[src/rtl/rx_block_assembler.sv]
// Collects a UART receive byte stream into an NBYTES-wide block with valid/ready output.
// Define RX_TIMEOUT_EN to abort partial frames after TIMEOUT_CYCLES of inter-byte silence.
module rx_block_assembler #(
    parameter int NBYTES         = 16,
    parameter int TIMEOUT_CYCLES = 100000
) (
    input  logic                      clk,
    input  logic                      reset,
    input  logic                      byte_valid,
    input  logic [7:0]                byte_in,
    input  logic                      frame_err,
    input  logic                      block_ready,
    output logic                      block_valid,
    output logic [8*NBYTES-1:0]       block_out,
    output logic [$clog2(NBYTES):0]   byte_count,
    output logic                      overrun,
    output logic                      abort
);
    localparam int BW = 8 * NBYTES;
    localparam int CW = $clog2(NBYTES) + 1;

    typedef enum logic [1:0] {IDLE, COLLECT, FULL} state_t;

    state_t          state_q, state_d;
    logic [BW-1:0]   shift_q, shift_d;
    logic [CW-1:0]   count_q, count_d;
    logic            overrun_q, overrun_d;
    logic            abort_q, abort_d;
    logic            good_byte;
    logic            bad_byte;
    logic            timeout_hit;
    logic [BW-1:0]   shifted;

    assign good_byte = byte_valid & ~frame_err;
    assign bad_byte  = byte_valid & frame_err;
    // Shift form that also holds for a single-byte block.
    assign shifted   = (shift_q << 8) | BW'(byte_in);

`ifdef RX_TIMEOUT_EN
    localparam int TW = $clog2(TIMEOUT_CYCLES);
    logic [TW-1:0] timer_q, timer_d;

    assign timeout_hit = (state_q == COLLECT) && (timer_q == TW'(TIMEOUT_CYCLES - 1));

    // Timer runs only while a frame stays in COLLECT with no new byte.
    always_comb begin
        timer_d = '0;
        if (state_q == COLLECT && state_d == COLLECT && !good_byte)
            timer_d = timer_q + TW'(1);
    end

    always_ff @(posedge clk or negedge reset) begin
        if (!reset) timer_q <= '0;
        else        timer_q <= timer_d;
    end
`else
    assign timeout_hit = 1'b0;
`endif

    always_comb begin
        // NOTE: every comb output gets a default first so no path can infer a latch.
        state_d   = state_q;
        shift_d   = shift_q;
        count_d   = count_q;
        overrun_d = 1'b0;
        abort_d   = 1'b0;
        unique case (state_q)
            IDLE: begin
                if (good_byte) begin
                    shift_d = shifted;
                    count_d = CW'(1);
                    state_d = (NBYTES == 1) ? FULL : COLLECT;
                end
            end
            COLLECT: begin
                if (good_byte) begin
                    shift_d = shifted;
                    count_d = count_q + CW'(1);
                    if (count_q + CW'(1) == CW'(NBYTES))
                        state_d = FULL;
                end else if (bad_byte || timeout_hit) begin
                    count_d = '0;
                    abort_d = 1'b1;
                    state_d = IDLE;
                end
            end
            FULL: begin
                // A good byte arriving with the handshake starts the next frame.
                if (block_ready) begin
                    if (good_byte) begin
                        shift_d = shifted;
                        count_d = CW'(1);
                        state_d = (NBYTES == 1) ? FULL : COLLECT;
                    end else begin
                        count_d = '0;
                        state_d = IDLE;
                    end
                end
                if (byte_valid && (!block_ready || frame_err))
                    overrun_d = 1'b1;
            end
            default: state_d = IDLE;
        endcase
    end

    always_ff @(posedge clk or negedge reset) begin
        if (!reset) begin
            // NOTE: the data register is reset too, since block_out must read zero out of reset.
            state_q   <= IDLE;
            shift_q   <= '0;
            count_q   <= '0;
            overrun_q <= 1'b0;
            abort_q   <= 1'b0;
        end else begin
            state_q   <= state_d;
            shift_q   <= shift_d;
            count_q   <= count_d;
            overrun_q <= overrun_d;
            abort_q   <= abort_d;
        end
    end

    assign block_valid = (state_q == FULL);
    assign block_out   = shift_q;
    assign byte_count  = count_q;
    assign overrun     = overrun_q;
    assign abort       = abort_q;

endmodule

[config.mk]
export PLATFORM = sky130hd
export DESIGN_NAME = rx_block_assembler
export DESIGN_NICKNAME = d
export VERILOG_FILES = /design/src/rtl/rx_block_assembler.sv
export SDC_FILE = /design/constraint.sdc
export NUM_CORES = 1
export LEC_CHECK = 0
export BUFFER_PORTS_ARGS = -buffer_cell sky130_fd_sc_hd__buf_2
export CAP_MARGIN = 20
export CORE_ASPECT_RATIO = 1.5
export CORE_MARGIN = 1
export CORE_UTILIZATION = 40
export DETAILED_ROUTE_END_ITERATION = 6
export HOLD_SLACK_MARGIN = 0.1
export PLACE_DENSITY_LB_ADDON = 0.2
export SKIP_LAST_GASP = 1
export SYNTH_ARGS = -nofsm -noshare
export SYNTH_HDL_FRONTEND = slang
export SYNTH_SLANG_ARGS = --single-unit
[constraint.sdc]
create_clock -name clk -period 3.6 [get_ports clk]
set_input_delay 0 -clock clk [delete_from_list [all_inputs] [get_ports clk]]
set_output_delay 0 -clock clk [all_outputs]
set_load 0.05 [all_outputs]
==> summary.txt <==
Global routing
  – Global-route wire length before repair: 17400 µm
  – Met1 Use GR: 0.185
  – Grt ovf: 0
  – Pin count of the biggest net entering global routing: 73
  – Grt met3 use: 0.0623
  – Met2 Use GR: 0.230
  – Initial antenna violation count: 0
  – GR peak layer: met2
  – Total Routing Usage GR: 0.150
  – Number of global-route vias before repair: 3362

Placed design
  – Routability cong.: between 0.7 and 0.8
  – DP Cell Count: about 670
  – Cell Area, Placed: between 6000 and 7000 µm²
  – IO buf count: 148
  – Detail Placement HPWL: between 7000 and 8000 µm

Timing
  – Total negative slack: 0 ps
  – Setup Skew: between 7 and 8 ps
  – Minimum clock period: between 2000 and 2500 ps
  – Final hold violations: 0
  – Tcrit/Tclk final: 0.659
  – Max frequency: 0.421 GHz
  – Rel. slew slack: 0.530
  – Pins Over Slew Limit: 0
  – Unrepaired setup endpoints after global routing: no
  – Hold WS: between 100 and 150 ps
  – Worst Tran Pin Value: approximately 700 ps
  – Final setup viols: 0

Die
  – Die area: 15300 µm²
  – Die Span X: 101 µm
  – Row count: 54
  – Core area: ~15000 µm²
  – Die span in y: between 150 and 200 µm
  – I/O pins: 149
  – Initial core utilization: 0.408

Clocking
  – Cts repair resizes: 0
  – Worst-skew pair later-pin latency: roughly 410 ps
  – Num Clock Sinks: around 140
  – Clock buffer depth: 2
  – TritonCTS clock tree: yes
  – Clock slew seen by the registers of the worst setup and hold paths: about 60 ps
  – CTS buffer count: 17
  – CTS H-Tree Depth: 4
  – Root buf cell: clkbuf_16
  – Setup bufs post-CTS: 0

Synth
  – Synth Warn #: 0
  – #FFs+latches synth: ~140
  – Synth Flop Type: dfrtp_1
  – Number of synthesized flops with an enable pin: 0
  – Synth Instances: roughly 340
  – Syn Area/Cell: 17.5 µm²
  – Synth top area share: 0.578
  – Largest area contributor in the netlist: dfrtp_1
  – Area contributors post-synth: dfrtp_1 (58%), mux2_4 (25%), mux2_1 (4.0%)
  – Top-count cell post-synth: dfrtp_1
  – Sequential area share after synthesis: 0.578
  – Netlist cell types: 36
  – Commonest cells in the netlist: dfrtp_1 (137), mux2_4 (100), mux2_1 (21)
  – Ys async rst share: 1.00
  – Post-Syn Area: 5930 µm²
  – Synth Net Count: 358

Cells and area
  – P&R area growth vs syn: 26.0%
  – Post-route cell area: approximately 7500 µm²
  – Share of post-route cells with drive strength above 1: 0.577
  – Net total in the final layout: 530
  – ANT cells: 0
  – Filler cell count: 1251
  – Finished Layout Cells: a little over 700

Routing
  – DRT antenna net count: 0
  – First-pass DRT Iterations: 5
  – DRT iter0 DRCs: 94
  – Final WL: 10900 µm
  – Drc violations: 0
  – Routed len/inst: roughly 15 µm
  – DR vias: approximately 3400
  – Drt via density: roughly 4.7

Critical path
  – CP required: slightly below 4000 ps
  – Critical path arrival: approximately 2700 ps
  – Crit-path max FO: between 40 and 50
  – Setup CP Type: register to register
  – Startpoint types: register
  – Crit end category: register

Status
  – Status: finished clean

Job
  – Max-cap viol count: 0

Worst hold path
  – Hold Path Class: input port to register
[metal layers]
| layer | wire length, µm | vias up |
|---|---|---|
| met5 | 0 | - |
| met4 | 125 | 0 |
| met3 | 691 | 9 |
| met2 | 5190 | 120 |
| met1 | 4860 | 1695 |
| li1 | - | 1547 |
[kinds of logic (layout without fill, tap and decap cells)]
kind of cell               count (synthesis)  count (layout)  synth area share
adders and majority gates                  7               7            0.0148
buffers and inverters                     18             202            0.0454
muxes                                    129             129             0.308
AOI/OAI and AO/OA                         18              18            0.0205
DFF                                      137             137             0.578
and+or+nand+nor                           29              29            0.0329
[path summary, 6_finish.rpt]
check | start | to | slack, ps | depth (start not counted)
setup / recovery | state_q[0] | block_out[107] | 1230 | 7
hold reg to reg | block_out[83] | block_out[83] | 500 | 1
setup reg to reg | state_q[0] | block_out[107] | 1230 | 7
max in group asynchronous | reset | block_out[62] | 2500 | 3
hold / removal | frame_err | byte_count[0] | 130 | 5
min in group asynchronous | reset | block_out[113] | 160 | 2
[final cells by class]
class,instances,area [µm²],share of cell area
clock inverter,12,150,0.0201
timing repair buffer,167,947,0.127
inverter,4,15.0,0.00201
sequential,137,3430,0.459
tap,196,245,0.0328
multi-input combinational,183,2230,0.299
clock buffer,19,453,0.0606
[layout by cell type, fill, tap and decap left out, drive strengths merged, types with 2 or more instances in the layout]
cell	instances
nor3	2
ha	7
clkinvlp	3
nand3	3
o21ai	8
nand2b	2
clkbuf	19
o31ai	2
a21oi	2
buf	154
dfrtp	137
nor2b	3
nand2	5
bufinv	3
inv	4
nor2	4
mux2	129
dlygate4sd3	13
and4b	2
clkinv	6
[flip-flops by register name, summed over array words and instances, names as in the netlist]
register and count:
block_out 128, byte_count 5, state_q 2, abort 1
overrun 1
[metrics by stage]
stage	setup slack, ps	utilization
5_1_grt	1070	0.514
2_1_floorplan	1610	-
3_5_place_dp	1200	0.464
6_report	1230	0.514
3_3_place_gp	1280	0.464
4_1_cts	1190	0.514
[what timing repair did]
action / in CTS / in global routing
setup endpoints to repair: 0 / 0
hold endpoints to repair: 81 / 0
hold buffers: 13 / 0
[critical path, stage by stage, from the launching register on]
cell and delay, ps:
dfrtp_1 410, inv_1 80, ha_1 280, nand2b_4 110, nand2_2 60, nor2_4 540, buf_12 370, mux2_2 380
Power is not shown: default switching activity piles up to over one toggle a cycle in this logic, so the estimate is an artifact.
